## src/rtl/alu_arbiter.sv

```systemverilog
// Round-robin arbiter that lets two requesters share one combinational ALU.
// One operation is in flight at a time: IDLE accepts, EXEC registers the result, RESP holds it until it is consumed.
module alu_arbiter #(
    parameter int BUS_WIDTH = 8
) (
    input  logic                 clk,
    input  logic                 rst_n,
    input  logic                 req_valid_0,
    input  logic                 req_valid_1,
    output logic                 req_ready_0,
    output logic                 req_ready_1,
    input  logic [3:0]           opcode_0,
    input  logic [3:0]           opcode_1,
    input  logic [BUS_WIDTH-1:0] a_0,
    input  logic [BUS_WIDTH-1:0] a_1,
    input  logic [BUS_WIDTH-1:0] b_0,
    input  logic [BUS_WIDTH-1:0] b_1,
    input  logic                 carry_in_0,
    input  logic                 carry_in_1,
    output logic                 rsp_valid_0,
    output logic                 rsp_valid_1,
    input  logic                 rsp_ready_0,
    input  logic                 rsp_ready_1,
    output logic [BUS_WIDTH-1:0] rsp_y,
    output logic [4:0]           rsp_flags,
    output logic                 busy
);

    typedef enum logic [1:0] {
        IDLE = 2'd0,
        EXEC = 2'd1,
        RESP = 2'd2
    } state_t;

    localparam logic [BUS_WIDTH:0] EXT_ONE = 1;

    state_t               state, state_nxt;
    logic                 prio;
    logic                 grant;
    logic [3:0]           lat_op;
    logic [BUS_WIDTH-1:0] lat_a, lat_b;
    logic                 lat_cin;
    logic                 accept;
    logic                 rsp_taken;

    logic [BUS_WIDTH-1:0] alu_y;
    logic [BUS_WIDTH:0]   ext;
    logic                 alu_carry, alu_borrow, alu_invalid;
    logic [4:0]           alu_flags;

    assign busy      = (state != IDLE);
    assign rsp_taken = grant ? rsp_ready_1 : rsp_ready_0;

    // Ready is a combinational function of valid; prio only breaks ties.
    always_comb begin
        // NOTE: every output of this block gets a default first so no latch is inferred.
        state_nxt   = state;
        req_ready_0 = 1'b0;
        req_ready_1 = 1'b0;
        accept      = 1'b0;
        case (state)
            IDLE: begin
                if (req_valid_0 && (!req_valid_1 || !prio)) req_ready_0 = 1'b1;
                else if (req_valid_1)                       req_ready_1 = 1'b1;
                accept = req_ready_0 | req_ready_1;
                if (accept) state_nxt = EXEC;
            end
            EXEC:    state_nxt = RESP;
            RESP:    if (rsp_taken) state_nxt = IDLE;
            default: state_nxt = IDLE;
        endcase
    end

    always_comb begin
        alu_y       = '0;
        ext         = '0;
        alu_carry   = 1'b0;
        alu_borrow  = 1'b0;
        alu_invalid = 1'b0;
        case (lat_op)
            4'd1: alu_y = lat_a + lat_b;
            4'd2: begin
                ext       = {1'b0, lat_a} + {1'b0, lat_b} + {{BUS_WIDTH{1'b0}}, lat_cin};
                alu_y     = ext[BUS_WIDTH-1:0];
                alu_carry = ext[BUS_WIDTH];
            end
            4'd3: begin
                ext        = {1'b0, lat_a} - {1'b0, lat_b};
                alu_y      = ext[BUS_WIDTH-1:0];
                alu_borrow = ext[BUS_WIDTH];
            end
            4'd4: begin
                ext       = {1'b0, lat_a} + EXT_ONE;
                alu_y     = ext[BUS_WIDTH-1:0];
                alu_carry = ext[BUS_WIDTH];
            end
            4'd5: begin
                ext        = {1'b0, lat_a} - EXT_ONE;
                alu_y      = ext[BUS_WIDTH-1:0];
                alu_borrow = ext[BUS_WIDTH];
            end
            4'd6:    alu_y = lat_a & lat_b;
            4'd7:    alu_y = ~lat_a;
            4'd8:    alu_y = {lat_a[BUS_WIDTH-2:0], lat_a[BUS_WIDTH-1]};
            4'd9:    alu_y = {lat_a[0], lat_a[BUS_WIDTH-1:1]};
            default: alu_invalid = 1'b1;
        endcase
    end

    assign alu_flags = {alu_invalid, ^alu_y, (alu_y == '0), alu_borrow, alu_carry};

    // Reset clears the response path too, so an interrupted operation never surfaces.
    always_ff @(posedge clk or negedge rst_n) begin
        if (!rst_n) begin
            state       <= IDLE;
            prio        <= 1'b0;
            grant       <= 1'b0;
            lat_op      <= '0;
            lat_a       <= '0;
            lat_b       <= '0;
            lat_cin     <= 1'b0;
            rsp_valid_0 <= 1'b0;
            rsp_valid_1 <= 1'b0;
            rsp_y       <= '0;
            rsp_flags   <= '0;
        end else begin
            // NOTE: all state here uses non-blocking assignments so every register samples pre-edge values.
            state <= state_nxt;
            case (state)
                IDLE: if (accept) begin
                    grant   <= req_ready_1;
                    prio    <= req_ready_0;
                    lat_op  <= req_ready_1 ? opcode_1   : opcode_0;
                    lat_a   <= req_ready_1 ? a_1        : a_0;
                    lat_b   <= req_ready_1 ? b_1        : b_0;
                    lat_cin <= req_ready_1 ? carry_in_1 : carry_in_0;
                end
                EXEC: begin
                    rsp_y       <= alu_y;
                    rsp_flags   <= alu_flags;
                    rsp_valid_0 <= ~grant;
                    rsp_valid_1 <= grant;
                end
                RESP: if (rsp_taken) begin
                    rsp_valid_0 <= 1'b0;
                    rsp_valid_1 <= 1'b0;
                end
                default: ;
            endcase
        end
    end

endmodule

```

## config.mk

```make
export PLATFORM = sky130hd
export DESIGN_NAME = alu_arbiter
export DESIGN_NICKNAME = d
export VERILOG_FILES = /design/src/rtl/alu_arbiter.sv
export SDC_FILE = /design/constraint.sdc
export NUM_CORES = 1
export LEC_CHECK = 0
export CORE_MARGIN = 3
export CORE_UTILIZATION = 35
export CTS_CLUSTER_SIZE = 20
export DETAILED_ROUTE_END_ITERATION = 8
export PLACE_DENSITY_LB_ADDON = 0.05
export SYNTH_ARGS = -nofsm -noshare
export SYNTH_HDL_FRONTEND = slang
export SYNTH_SLANG_ARGS = --single-unit
```

## constraint.sdc

```tcl
create_clock -name clk -period 3.45 [get_ports clk]
set_clock_uncertainty 0.05 [all_clocks]
set_input_delay 0.8625 -clock clk [delete_from_list [all_inputs] [get_ports clk]]
set_output_delay 0.8625 -clock clk [all_outputs]
set_load 0.01 [all_outputs]
```

* After elaboration in Yosys (flattened, before gate mapping)
Index checks and enable logic that the tools add are counted.
** Word-level totals
- Register bits after elaboration :: 40
- Bits of input ports :: 48
- Output and inout bits :: 18
- Word-level logic and storage cells :: 70
** Cells by class
- Add/subtract/negate cells :: 6
- Equal/unequal tests :: 13
- Mux-type cells :: 23
- Bitwise logic cells :: 4
- Reductions and logical operators :: 13
** Operators with widths (number)
- $pmux W8 S9 :: 1
- $eq A4 B3 Y1 const B :: 4
- $mux W8 :: 2
- $mux W1 :: 12
- $add A8 B1 Y9 const B :: 1
- $add A8 B8 Y9 :: 1
- $add A9 B1 Y9 :: 1
- $reduce_or A9 Y1 :: 1
- $sub A8 B1 Y9 const B :: 1
- $sub A8 B8 Y9 :: 1
- $add A8 B8 Y8 :: 1
- $and A8 B8 Y8 :: 1
- $eq A4 B2 Y1 const B :: 2
- $eq A4 B4 Y1 const B :: 2
- $logic_not A8 Y1 :: 1
- $not A8 Y8 :: 1
- $pmux W1 S2 :: 4
- $reduce_xor A8 Y1 :: 1
- $pmux W2 S3 :: 1
- $reduce_and A2 Y1 :: 3
- $eq A4 B1 Y1 const B :: 1
- $mux W2 :: 2
- $mux W4 :: 1
- $ne A2 B2 Y1 const B :: 2
- 9 further kinds :: 11

* Depth between registers and ports, before layout
- Depth in word-level cells :: 8
- Mapped depth :: 13

* Worst setup path before layout
No wires, ideal clock.
- Path kind :: register -> register
- From :: register lat_a[0]
- To :: register rsp_flags[3]
- Data arrival time :: 2857 ps
- Required time :: 3272 ps
- Path slack :: 415 ps
- Stages on the path, launching flop included :: 14
- Period minus slack after synthesis :: 3035 ps
- Cells stage by stage :: dfrtp_1 inv_1 ha_1 fa_1 nand2b_1 o2bb2ai_1 o21ai_0 xnor2_1 nor2_1 nor4_2 ha_1 xnor2_1 xnor2_1 o21ai_0
** Between the ends
- Cells in the longest elaborated chain, start to end :: 4
- Elaborated cells between the ends (all ways) :: 10
- Classes of those cells :: add/sub: 6; mux: 1; bitwise: 2; reduce/logical: 1
** RTL lines
- start, declared :: RTL line 41 : logic [BUS_WIDTH-1:0] lat_a, lat_b;
- start signal, assigned :: RTL line 134 : lat_a <= req_ready_1 ? a_1 : a_0;
- $add A8 B8 Y9 :: RTL line 83 : ext = {1'b0, lat_a} + {1'b0, lat_b} + {{BUS_WIDTH{1'b0}}, lat_cin};
- $add A9 B1 Y9 :: RTL line 83
- $pmux W8 S9 (*) :: RTL line 80 : case (lat_op)
- $reduce_xor A8 Y1 (*) :: RTL line 110 : assign alu_flags = {alu_invalid, ^alu_y, (alu_y == '0), alu_borrow, alu_carry};
- end signal, assigned :: RTL line 140 : rsp_flags <= alu_flags;
- end, declared :: RTL line 25 : output logic [4:0] rsp_flags,
Every way passes the cells marked *; elsewhere a longest branch is shown, timed or not.
A chain may end at the register's enable or synchronous reset.

* Final worst setup path
- From :: input req_valid_0
- To :: output req_ready_0
** Between the ends
- Cells in the longest elaborated chain, start to end :: 4
** RTL lines
- start, declared :: RTL line 8 : input logic req_valid_0,
- $logic_and A1 B1 Y1 :: RTL line 63 : if (req_valid_0 && (!req_valid_1 || !prio)) req_ready_0 = 1'b1;
- $mux W1 :: RTL line 63
- $mux W1 (2 in series) :: RTL line 61 : case (state)
- end, declared :: RTL line 10 : output logic req_ready_0,
Every way passes these cells. The select of a mux whose other input is x is not followed.

==> results.md <==
- Synthesized area: roughly 3500 um2
- Post-Syn Area per Cell: 8.43 um2
- Commonest non-fill, non-tap cell in the layout: clkdlybuf4s50_1
- Hold worst-path end: rsp_flags[2]
- Hold Buf Count CTS: 0
- Worst Setup Path Type: in2out
- CTS tree: done
- # setup viols final: 0
- Boundary Pins: 66
- Post-DP Area: 4290 um2
- Mapped Cells: 414
- Final std cells w/o fill: 608
- Die ar.: about 11,000 um2
- Drt first pass iters: 4
- CP top delay family: buffers and inverters
- CP required: approximately 2.5 ns
- Reg2reg end: rsp_flags[3]
- Max Cap Viol: 0
- Port Buffer Count: 65
- Total track usage: approximately a fifth
- R2R setup slack: 0.26 ns
- Fraction of layout cells with a size suffix above 1: 10.4%
- Commonest non-fill, non-tap cells in the layout: clkdlybuf4s50_1, nor2_1, dfrtp_1
- Clock period minus worst slack: 3.22 ns
- Synth warnings: 0
- Antenna diodes: 0
- Fraction of registers with async set/reset: 100%
- Max Slew Vio Count: 0
- Leak: approximately 0.0018 uW
- Final Cycle Share: 93.4%
- Layout net count: 553
- CP cell instances: clkdlybuf4s50_1 -> inv_1 -> a211oi_1 -> clkdlybuf4s50_1
- Fmax: roughly 310 MHz
- Post-synthesis sequential area ratio: 28.7%
- Reg clk slew, reported paths: 0.08 ns
- WHS Path Cells: 2
- Final Hold Viols: 0
- Type of the most critical hold path: reg2reg
- Vias per inst: about 5.5
- Worst setup SP type: primary input
- EDFF count, synth: 0
- Gr ovfl total: 0
- Pin count of the biggest net entering global routing: 41
- # DRC: 0
- Core Region: 9460 um2
- Fin area: 4400 um2
- Syn_nets: 488
- Dpl ws: 0.204 ns
- Clock Sinks: 40
- Synth Flop Type: dfrtp_1
- Reg2reg start: lat_a[0]
- First-pass GRT wire length: 17,500 um
- CP most frequent cell: clkdlybuf4s50_1
- Routed Antenna Nets: 0
- Slew headroom: 40.0%
- CP max FO: 2
- Cell count of the worst reg-to-reg path: 12
- Drt total wl: 10,600 um
- Synth unique cells: 60
- Final GP Congestion: 0.917
- # rows: 35
- WL/cell: 17.5 um
- Crit-path slowest cell: clkdlybuf4s50_1
- Setup crit end kind: output port
- Drt initial violations: between 200 and 250
- Beginning of the worst hold path: rsp_flags[2]
- Status: finished clean
- Clock root cell: clkbuf_8
- Reg area: 1000 um2
- Critical path's largest stage delay: ~0.60 ns
- Synth Register Bits: 40
- Area growth, synth to finish: 26.0%
- Critical path buffers and inverters: 3
- Worst-Margin Slew: between 0.8 and 0.9 ns
- Crit path DAT: between 2 and 2.5 ns
- Number of global-route vias before repair: 3,234
- TNS Setup: 0 ns
- Num CTS Buffers: 5
- Max rail drop VDD: 0.469 mV
- Layout fillers: 979
- Setup WS post-layout: 0.227 ns
- Multi-input logic area: 2290 um2
- Clock Latency Late Sink: around 0.29 ns
- Die boundary height: 106 um
- P per Cell Area: between 1000 and 1500 nW/um2
- Total number of vias: 3,342
- Initial Util: 36.9%
- Initial antenna violation count: 0
- Fin util: 46.5%
- Unrepaired setup endpoints after global routing: false
- DP HPWL: 8370 um
- Placed Cells: 600
- H-tree depth: 2
- Horiz. Die Dim: approximately 110 um
- Clk buf depth: 2
==> kinds of logic after synthesis <==
family	Yosys count	synth area share, %
fa+ha+maj	26	10.2
xor+xnor	17	4.27
buf+inv	46	6.17
compound gates	144	27.6
mux	8	2.29
flops	40	28.7
simple gates	133	20.8
==> how the worst max path moves through the flow <==
| stage | slack, ns | cells past startpoint | from | end |
|---|---|---|---|---|
| finish | 0.23 | 4 | req_valid_0 | req_ready_0 |
| global route | 0.03 | 13 | lat_a[0] | rsp_flags[3] |
| CTS | 0.17 | 13 | lat_a[0] | rsp_flags[3] |
| detailed placement | 0.20 | 4 | req_valid_1 | req_ready_1 |
| global placement | 0.21 | 4 | req_valid_1 | req_ready_1 |
| floorplan | 0.42 | 13 | lat_a[0] | rsp_flags[3] |
==> registers in the layout, summed over array words and instances, names as in the netlist, 2 cells and up <==
name,cells
lat_op,4
lat_a,8
rsp_y,8
lat_b,8
rsp_flags,5
state,2
==> synth_stat cells, types with 5 or more instances <==
library cell	instances	area (um2)
nor2_1	41	154
dfrtp_1	40	1000
o21ai_0	38	190
nand2_1	37	139
a21oi_1	22	110
ha_1	22	275
inv_1	17	63.8
o221ai_1	14	123
o22ai_1	14	87.6
clkbuf_1	13	48.8
nor2b_1	10	62.6
nand2b_1	9	56.3
nand3_1	9	45.0
o21ai_1	9	45.0
xnor2_1	9	78.8
mux2i_1	8	80.1
xor2_1	8	70.1
a211oi_1	7	52.6
buf_2	6	30.0
a21o_1	5	37.5
nor3_1	5	25.0
==> worst min-delay path: stages (launching register included) <==
cell and delay (ns):
dfrtp_1 0.35, nand2_1 0.05, o21ai_0 0.06
==> where the power goes <==
part | switching, uW | internal (uW)
Sequential | 238 | 688
Clock | 166 | 137
Combinational | 2120 | 1600
Total | 2520 | 2420
==> routing by layer <==
| metal | share of wire, % | vias to the layer above | GRT usage, % | wire [um] |
|---|---|---|---|---|
| met5 | 0 | - | 0 | 0 |
| met4 | 1.5 | 0 | 4.72 | 163 |
| met3 | 4.1 | 14 | 2.51 | 437 |
| met2 | 45 | 90 | 30.9 | 4820 |
| met1 | 49 | 1601 | 28.5 | 5230 |
| li1 | - | 1637 | - | - |
==> final cells by class <==
| cell class | instances | area share [%] |
|---|---|---|
| multi-input cells | 328 | 52.1 |
| flip-flops and latches | 40 | 22.8 |
| repair buffers | 84 | 17.9 |
| well taps | 129 | 3.67 |
| inverters | 20 | 1.71 |
| clock buffers | 5 | 1.57 |
| clock inverters | 2 | 0.285 |
==> repair_timing <==
action	4_1_cts	5_1_grt
endpoints found under the setup margin	0	1
setup buffers	0	1
gates resized for setup	0	3
==> per-stage QoR <==
stage          hold slack [ns]  power (uW)
2_1_floorplan            0.417        3530
3_3_place_gp             0.419        4560
3_5_place_dp             0.430        4560
4_1_cts                  0.449        4890
5_1_grt                  0.463        5420
6_report                 0.440        4940
Note: power is estimated with default switching activity, not from simulation.
